**config.mk**
```make
export PLATFORM = sky130hd
export DESIGN_NAME = sar_search_flat
export DESIGN_NICKNAME = d
export VERILOG_FILES = /design/src/rtl/sar_search_if.sv /design/src/rtl/sar_search.sv /design/src/flat_wrapper.sv
export SDC_FILE = /design/constraint.sdc
export NUM_CORES = 1
export LEC_CHECK = 0
export ABC_AREA = 1
export CORE_MARGIN = 1.5
export CORE_UTILIZATION = 57
export DETAILED_ROUTE_END_ITERATION = 6
export GPL_TIMING_DRIVEN = 0
export PLACE_DENSITY = 0.95
export SKIP_CTS_REPAIR_TIMING = 1
export SLEW_MARGIN = 10
export SYNTH_ARGS = -nofsm -noshare
export SYNTH_HDL_FRONTEND = slang
export SYNTH_SLANG_ARGS = --single-unit
```
**constraint.sdc**
```tcl
create_clock -name clk -period 9.5 [get_ports clk]
set_input_delay 1.425 -clock clk [delete_from_list [all_inputs] [get_ports clk]]
set_output_delay 1.425 -clock clk [all_outputs]
set_load 0.02 [all_outputs]
```
**src/rtl/sar_search_if.sv**
```systemverilog
// Handshake and comparator bundle between a SAR search controller and its environment.
// The slave side is the controller. The master side supplies start and the comparator result.
interface sar_search_if #(
    parameter int unsigned W = 64
);
    logic         start;
    logic         cmp_ge;
    logic [W-1:0] trial;
    logic         busy;
    logic         done;
    logic [W-1:0] result;

    modport master (
        output start,
        output cmp_ge,
        input  trial,
        input  busy,
        input  done,
        input  result
    );

    modport slave (
        input  start,
        input  cmp_ge,
        output trial,
        output busy,
        output done,
        output result
    );
endinterface

```
**src/rtl/sar_search.sv**
```systemverilog
// Successive-approximation search: builds the largest X with A >= X, MSB first, over W cycles
// by driving trial candidates into an external comparator and sampling its cmp_ge result.
module sar_search #(
    parameter int unsigned W = 64
) (
    input logic         clk,
    input logic         rst,
    sar_search_if.slave bus
);
    localparam int unsigned IW = (W > 1) ? $clog2(W) : 1;

    typedef enum logic {
        IDLE  = 1'b0,
        TRIAL = 1'b1
    } state_e;

    state_e        state_q, state_d;
    logic [W-1:0]  acc_q, acc_d;
    logic [W-1:0]  result_q, result_d;
    logic [IW-1:0] idx_q, idx_d;
    logic          busy_q, busy_d;
    logic          done_q, done_d;
    logic [W-1:0]  bit_mask;

    assign bit_mask   = W'(1) << idx_q;
    assign bus.trial  = (state_q == TRIAL) ? (acc_q | bit_mask) : '0;
    assign bus.busy   = busy_q;
    assign bus.done   = done_q;
    assign bus.result = result_q;

    // Next-state logic; cmp_ge is only consulted while a trial is on the bus.
    always_comb begin
        state_d  = state_q;
        acc_d    = acc_q;
        idx_d    = idx_q;
        result_d = result_q;
        busy_d   = busy_q;
        done_d   = 1'b0;
        case (state_q)
            IDLE: begin
                if (bus.start) begin
                    acc_d   = '0;
                    idx_d   = IW'(W - 1);
                    busy_d  = 1'b1;
                    state_d = TRIAL;
                end
            end
            TRIAL: begin
                if (bus.cmp_ge) begin
                    acc_d = acc_q | bit_mask;
                end
                if (idx_q != '0) begin
                    idx_d = IW'(idx_q - IW'(1));
                end else begin
                    result_d = acc_d;
                    done_d   = 1'b1;
                    busy_d   = 1'b0;
                    state_d  = IDLE;
                end
            end
            default: state_d = IDLE;
        endcase
    end

    always_ff @(posedge clk or posedge rst) begin
        if (rst) begin
            state_q  <= IDLE;
            acc_q    <= '0;
            idx_q    <= IW'(W - 1);
            result_q <= '0;
            busy_q   <= 1'b0;
            done_q   <= 1'b0;
        end else begin
            state_q  <= state_d;
            acc_q    <= acc_d;
            idx_q    <= idx_d;
            result_q <= result_d;
            busy_q   <= busy_d;
            done_q   <= done_d;
        end
    end
endmodule
```
**src/flat_wrapper.sv**
```systemverilog
// flat-port wrapper written by rule: the top's interface ports become plain ports
module sar_search_flat 
#(
    parameter int unsigned W = 64
)
  (clk, rst, bus_start, bus_cmp_ge, bus_trial, bus_busy, bus_done, bus_result);
  sar_search_if #(.W(W)) bus_i ();
  input logic clk;
  input logic rst;
  input wire logic [$bits(bus_i.start)-1:0] bus_start;
  input wire logic [$bits(bus_i.cmp_ge)-1:0] bus_cmp_ge;
  output wire logic [$bits(bus_i.trial)-1:0] bus_trial;
  output wire logic [$bits(bus_i.busy)-1:0] bus_busy;
  output wire logic [$bits(bus_i.done)-1:0] bus_done;
  output wire logic [$bits(bus_i.result)-1:0] bus_result;
  assign bus_i.start = bus_start;
  assign bus_i.cmp_ge = bus_cmp_ge;
  assign bus_trial = bus_i.trial;
  assign bus_busy = bus_i.busy;
  assign bus_done = bus_i.done;
  assign bus_result = bus_i.result;
  sar_search #(.W(W)) u_core (.clk(clk), .rst(rst), .bus(bus_i));
endmodule
```
# Word level (Yosys, flattened, before mapping)
# Cells that the tools add are included.
[word_totals]
ff_bits = 137
inputBits = 4
out_inout_bits = 130
elab_cells = 33
[classes]
n_addsub = 1
n_eq_ne = 3
shifts = 1
n_mux = 15
bitwise_logic = 3
reduce_logical = 4
[ops]
columns = ["operator", "count"]
rows = [
  ["$mux W64", 3],
  ["$pmux W64 S2", 1],
  ["$or A64 B64 Y64", 1],
  ["$shl A1 B6 Y64 const A", 1],
  ["$mux W6", 2],
  ["$pmux W6 S2", 1],
  ["$mux W1", 6],
  ["$ne A2 B2 Y1 const B", 3],
  ["$reduce_and A2 Y1", 3],
  ["$reduce_bool A6 Y1", 1],
  ["$sub A6 B1 Y6 const B", 1],
  ["$pmux W1 S2", 2],
  ["$not A1 Y1", 2],
]

# Depth between registers and ports, before layout
[depth]
word_depth = 4
depth_mapped = 10
mapped_depth_nobuf = 9

# Worst setup path after synthesis
# Ideal clock, no wire load.
[synth_timing]
path_kind = "register -> output"
from = "register u_core.idx_q[0]"
to = "output bus_trial[1]"
t_arrival_ns = 1.493
t_required_ns = 8.075
setup_slack_ns = 6.582
stages_incl_launch_ff = 8
n_path_buf = 0
path_cell_list = "dfstp_2 > ha_1 > inv_1 > nor2_2 > nand2_1 > o21ai_1 > inv_1 > nor2_1"
[synth_via]
elab_chain_cells = 3
[synth_lines]
columns = ["item", "line_no", "rtl"]
rows = [
  ["start, declared", "sar_search.sv:20", "logic [IW-1:0] idx_q, idx_d;"],
  ["start signal, assigned", "sar_search.sv:69", "idx_q <= IW'(W - 1);"],
  ["start signal, assigned", "sar_search.sv:76", "idx_q <= idx_d;"],
  ["$shl A1 B6 Y64", "sar_search.sv:25", "assign bit_mask = W'(1) << idx_q;"],
  ["$or A64 B64 Y64", "sar_search.sv:26", "assign bus.trial = (state_q == TRIAL) ? (acc_q | bit_mask) : '0;"],
  ["$mux W64", "sar_search.sv:26", ""],
  ["end, declared", "flat_wrapper.sv:12", "output wire logic [$bits(bus_i.trial)-1:0] bus_trial;"],
]
# Every way passes these cells.

# Final worst setup path
[layout_timing]
from = "register u_core.idx_q[0]"
to = "output bus_trial[18]"
# The elaborated chain is that of the path after synthesis.

==> out/metrics.yaml <==
outcome:
  outcome: "complete, no violations"
power:
  share_seq_of_total_power_pct: 31.3
  p_sw_mw: 0.877
  finalPower_mw: 2.21
  p_clk_share_pct: 30.9
  share_comb_of_total_power_pct: 37.9
  netSwitchingFraction_pct: 39.6
  power.static_leakage_nw: 4.77
  internal_power_mw: 1.34
  p_per_area_nw_per_um2: 238
  vdd_ir_drop_max_mv: 0.133
yosys:
  synthCells: 985
  synth_xor_area_share_pct: 0
  yosys-mux-area-fraction_pct: 0
  yosysUniqueCellTypes: 22
  synth.avg_cell_area_um2: 7.22
  synthesis_warnings: 0
  post_synthesis_sequential_area_ratio_pct: 48.3
  synth-compound-area-share_pct: 9.50
  post_synth_and_or_nand_nor_area_fraction_pct: 31.4
  synth_top_family_by_area: "simple AND/OR/NAND/NOR gates"
  mappedNetlistNets: 994
  synth_area_um2: 7110
  post_synth_fa_ha_maj_area_fraction_pct: 0.880
  synth_seq_cells: 137
worst_setup_path:
  end_kind: "output pin"
  cpMostUsedCell: "sky130_fd_sc_hd__inv_1"
  cp_slowest_cell: "sky130_fd_sc_hd__clkdlybuf4s50_1"
  cp_data_arrival_time_ns: 2.89
  startpoint_type: "flip-flop"
  number_of_buffers_and_inverters_on_the_critical_path: 4
  critical_path.cell_chain: "inv_1 -> ha_1 -> inv_1 -> nor2_2 -> nand2_1 -> o21ai_1 -> inv_1 -> nor2_1 -> clkdlybuf4s50_1"
  worst-setup-path-type: "reg -> out"
  critPathTopFamily: "buffers and inverters"
  worstPathRequired_ns: 8.08
  worst_path_max_fanout: 7
  slowest_delay_ns: 0.62
global_route:
  grt_usage_pct: 36.2
  grt_pass1_wl_mm: 36.2
  antenna_found_initial: 0
  first_global_vias: 7343
  globalRouteOverflowTotal: 0
  grt_max_degree: 83
timing:
  clock.fmax_mhz: 232
  layout_worst_path_cycle_share_pct: 45.4
  hold_viol: 0
  final.setup_skew_ns: 0.00895
  fin_setup_tns_ns: 0
  timing.final.setup_violations: 0
  worstMarginPinSlew_ns: 0.675
  drv_slew: 0
  timing.final.crit_period_ns: 4.31
  maxSlewHeadroom_pct: 55.0
  rsz0062_at_grt: "false"
cts:
  cts_tree: "yes"
  cts.root.buffer_cell: "sky130_fd_sc_hd__clkbuf_16"
  cts_buffers: 17
  clk_pin_slew_ns: 0.06
  htree_num_levels: 4
  numClockSinks: 137
  worstSkewPairLatency_ns: 0.44
  clk_path_buf_depth: 2
routing:
  postRouteAntennaNets: 0
  routedWlPerCell_um: 17.5
  drc: 0
  detail_route.first_pass.iterations: 6
  dr_total_vias: 7597
  detailedRoute.firstIterationViolations: 874
  drt-total-wl_mm: 23.1
  avgViaCountPerCell: 5.76
placed_design:
  place.detailed.hpwl_mm: 15.3
  placed_cells: 1287
  gpl.final_weighted_congestion: 0.996
  port_buf_inserts: 133
finish:
  num_antenna_cells: 0
  final_layout_size_suffix_gt1_share_pct: 6.87
  finalCoreUtilization_pct: 76.7
  final_cells: 1318
  area_growth_synth_to_finish_pct: 30.6
  finish.net_count: 1147
flow_run:
  max_cap_violations: 0
floorplanning:
  design.die.area_um2: 13200
  die-height_um: 115
  initial_utilization_pct: 58.7
  die_w_um: 115
  num_rows: 40
  design.portCount: 134
  core_region_area_um2: 12100
min_path:
  timing.hold.worst.class: "reg -> reg"
[cell type report]
class	count	area (um^2)
inverters	116	443
repair buffers	134	1360
multi-input cells	677	2970
flip-flops and latches	137	3440
well taps	168	210
plain buffers	55	265
clock buffers	20	457
fillers	818	2820
clock inverters	11	148
[metal layers]
metal  wire [um]  global-route usage [%]  up-vias
li1            -                       -     3404
met1        8550                    45.3     3465
met2       10600                    57.0      575
met3        2490                    8.52      153
met4        1380                    22.9        0
met5           0                       0        -
[logic make-up (layout without fill, tap and decap cells)]
family                     Yosys count  after routing
and+or+nand+nor                    537            537
adders and majority gates            5              5
DFF                                137            137
AOI/OAI and AO/OA                  135            135
buffers and inverters              171            336
[layout by cell type, fill, tap and decap left out]
master | netlist | routed
sky130_fd_sc_hd__a21oi_1 | 96 | 96
sky130_fd_sc_hd__buf_1 | 7 | 7
sky130_fd_sc_hd__buf_16 | 0 | 1
sky130_fd_sc_hd__buf_2 | 14 | 14
sky130_fd_sc_hd__buf_4 | 9 | 9
sky130_fd_sc_hd__buf_6 | 1 | 1
sky130_fd_sc_hd__bufinv_16 | 0 | 3
sky130_fd_sc_hd__clkbuf_1 | 24 | 25
sky130_fd_sc_hd__clkbuf_16 | 0 | 17
sky130_fd_sc_hd__clkbuf_8 | 0 | 2
sky130_fd_sc_hd__clkdlybuf4s50_1 | 0 | 133
sky130_fd_sc_hd__clkinv_2 | 0 | 2
sky130_fd_sc_hd__clkinv_4 | 0 | 2
sky130_fd_sc_hd__clkinvlp_4 | 0 | 4
sky130_fd_sc_hd__dfrtp_1 | 131 | 131
sky130_fd_sc_hd__dfstp_2 | 6 | 6
sky130_fd_sc_hd__ha_1 | 5 | 5
sky130_fd_sc_hd__inv_1 | 110 | 109
sky130_fd_sc_hd__inv_2 | 5 | 5
sky130_fd_sc_hd__inv_4 | 1 | 1
sky130_fd_sc_hd__inv_6 | 0 | 1
sky130_fd_sc_hd__nand2_1 | 324 | 324
sky130_fd_sc_hd__nand3_1 | 85 | 85
sky130_fd_sc_hd__nand4_1 | 18 | 18
sky130_fd_sc_hd__nand4_2 | 1 | 1
sky130_fd_sc_hd__nor2_1 | 98 | 98
sky130_fd_sc_hd__nor2_2 | 4 | 4
sky130_fd_sc_hd__nor2_4 | 6 | 6
sky130_fd_sc_hd__nor3b_1 | 1 | 1
sky130_fd_sc_hd__o21ai_0 | 8 | 8
sky130_fd_sc_hd__o21ai_1 | 31 | 31
[synth_stat cells, drive strengths merged]
cell type	number	area, um^2
nand3	85	425
nand4	19	125
nand2	324	1220
clkbuf	24	90.1
inv	116	438
ha	5	62.6
a21oi	96	480
buf	31	175
dfrtp	131	3280
nor2	108	460
nor3b	1	7.51
o21ai	39	195
dfstp	6	158
[stage by stage]
stage	worst slack, ns	cell area (um^2)	hold WS [ns]
3_3_place_gp	2.53	8650	0.460
2_1_floorplan	4.42	7110	0.490
6_report	5.19	9290	0.474
3_5_place_dp	5.80	8690	0.465
5_1_grt	5.09	9290	0.501
4_1_cts	5.28	9290	0.479
[path summary, 6_finish.rpt]
path	endpoint	slack, ns	startpoint	depth (start not counted)
hold reg to reg	u_core.bus.busy	0.47	u_core.bus.busy	2
setup reg to reg	u_core.bus.result[9]	7.31	u_core.idx_q[0]	9
setup / recovery	bus_trial[18]	5.19	u_core.idx_q[0]	9
hold / removal	u_core.bus.busy	0.47	u_core.bus.busy	2
max in group asynchronous	u_core.idx_q[3]	7.29	rst	3
min in group asynchronous	u_core.bus.result[35]	1.42	rst	2
[worst reg2reg max path: stages (launching register included)]
cell	delay, ns
sky130_fd_sc_hd__dfstp_2	0.57
sky130_fd_sc_hd__inv_1	0.13
sky130_fd_sc_hd__ha_1	0.24
sky130_fd_sc_hd__inv_1	0.09
sky130_fd_sc_hd__nor2_4	0.08
sky130_fd_sc_hd__nand4_2	0.11
sky130_fd_sc_hd__buf_2	0.34
sky130_fd_sc_hd__buf_2	0.31
sky130_fd_sc_hd__nand2_1	0.13
sky130_fd_sc_hd__nand2_1	0.13
[power groups by stage]
stage	Sequential [mW]	Combinational, mW	Clock, mW
after detailed placement	0.699	0.800	0
after CTS	0.691	0.815	0.677
after global placement	0.696	0.778	0
after global routing	0.698	0.897	0.709
final	0.692	0.838	0.683
after floorplan	0.717	0.492	0
[sequential cells by signal, indices dropped and copies added, names as in the netlist]
register,cells
u_core.bus.done,1
u_core.state_q,1
u_core.bus.busy,1
u_core.bus.result,64
u_core.acc_q,64
u_core.idx_q,6
Note: power is estimated with default switching activity, not from simulation.
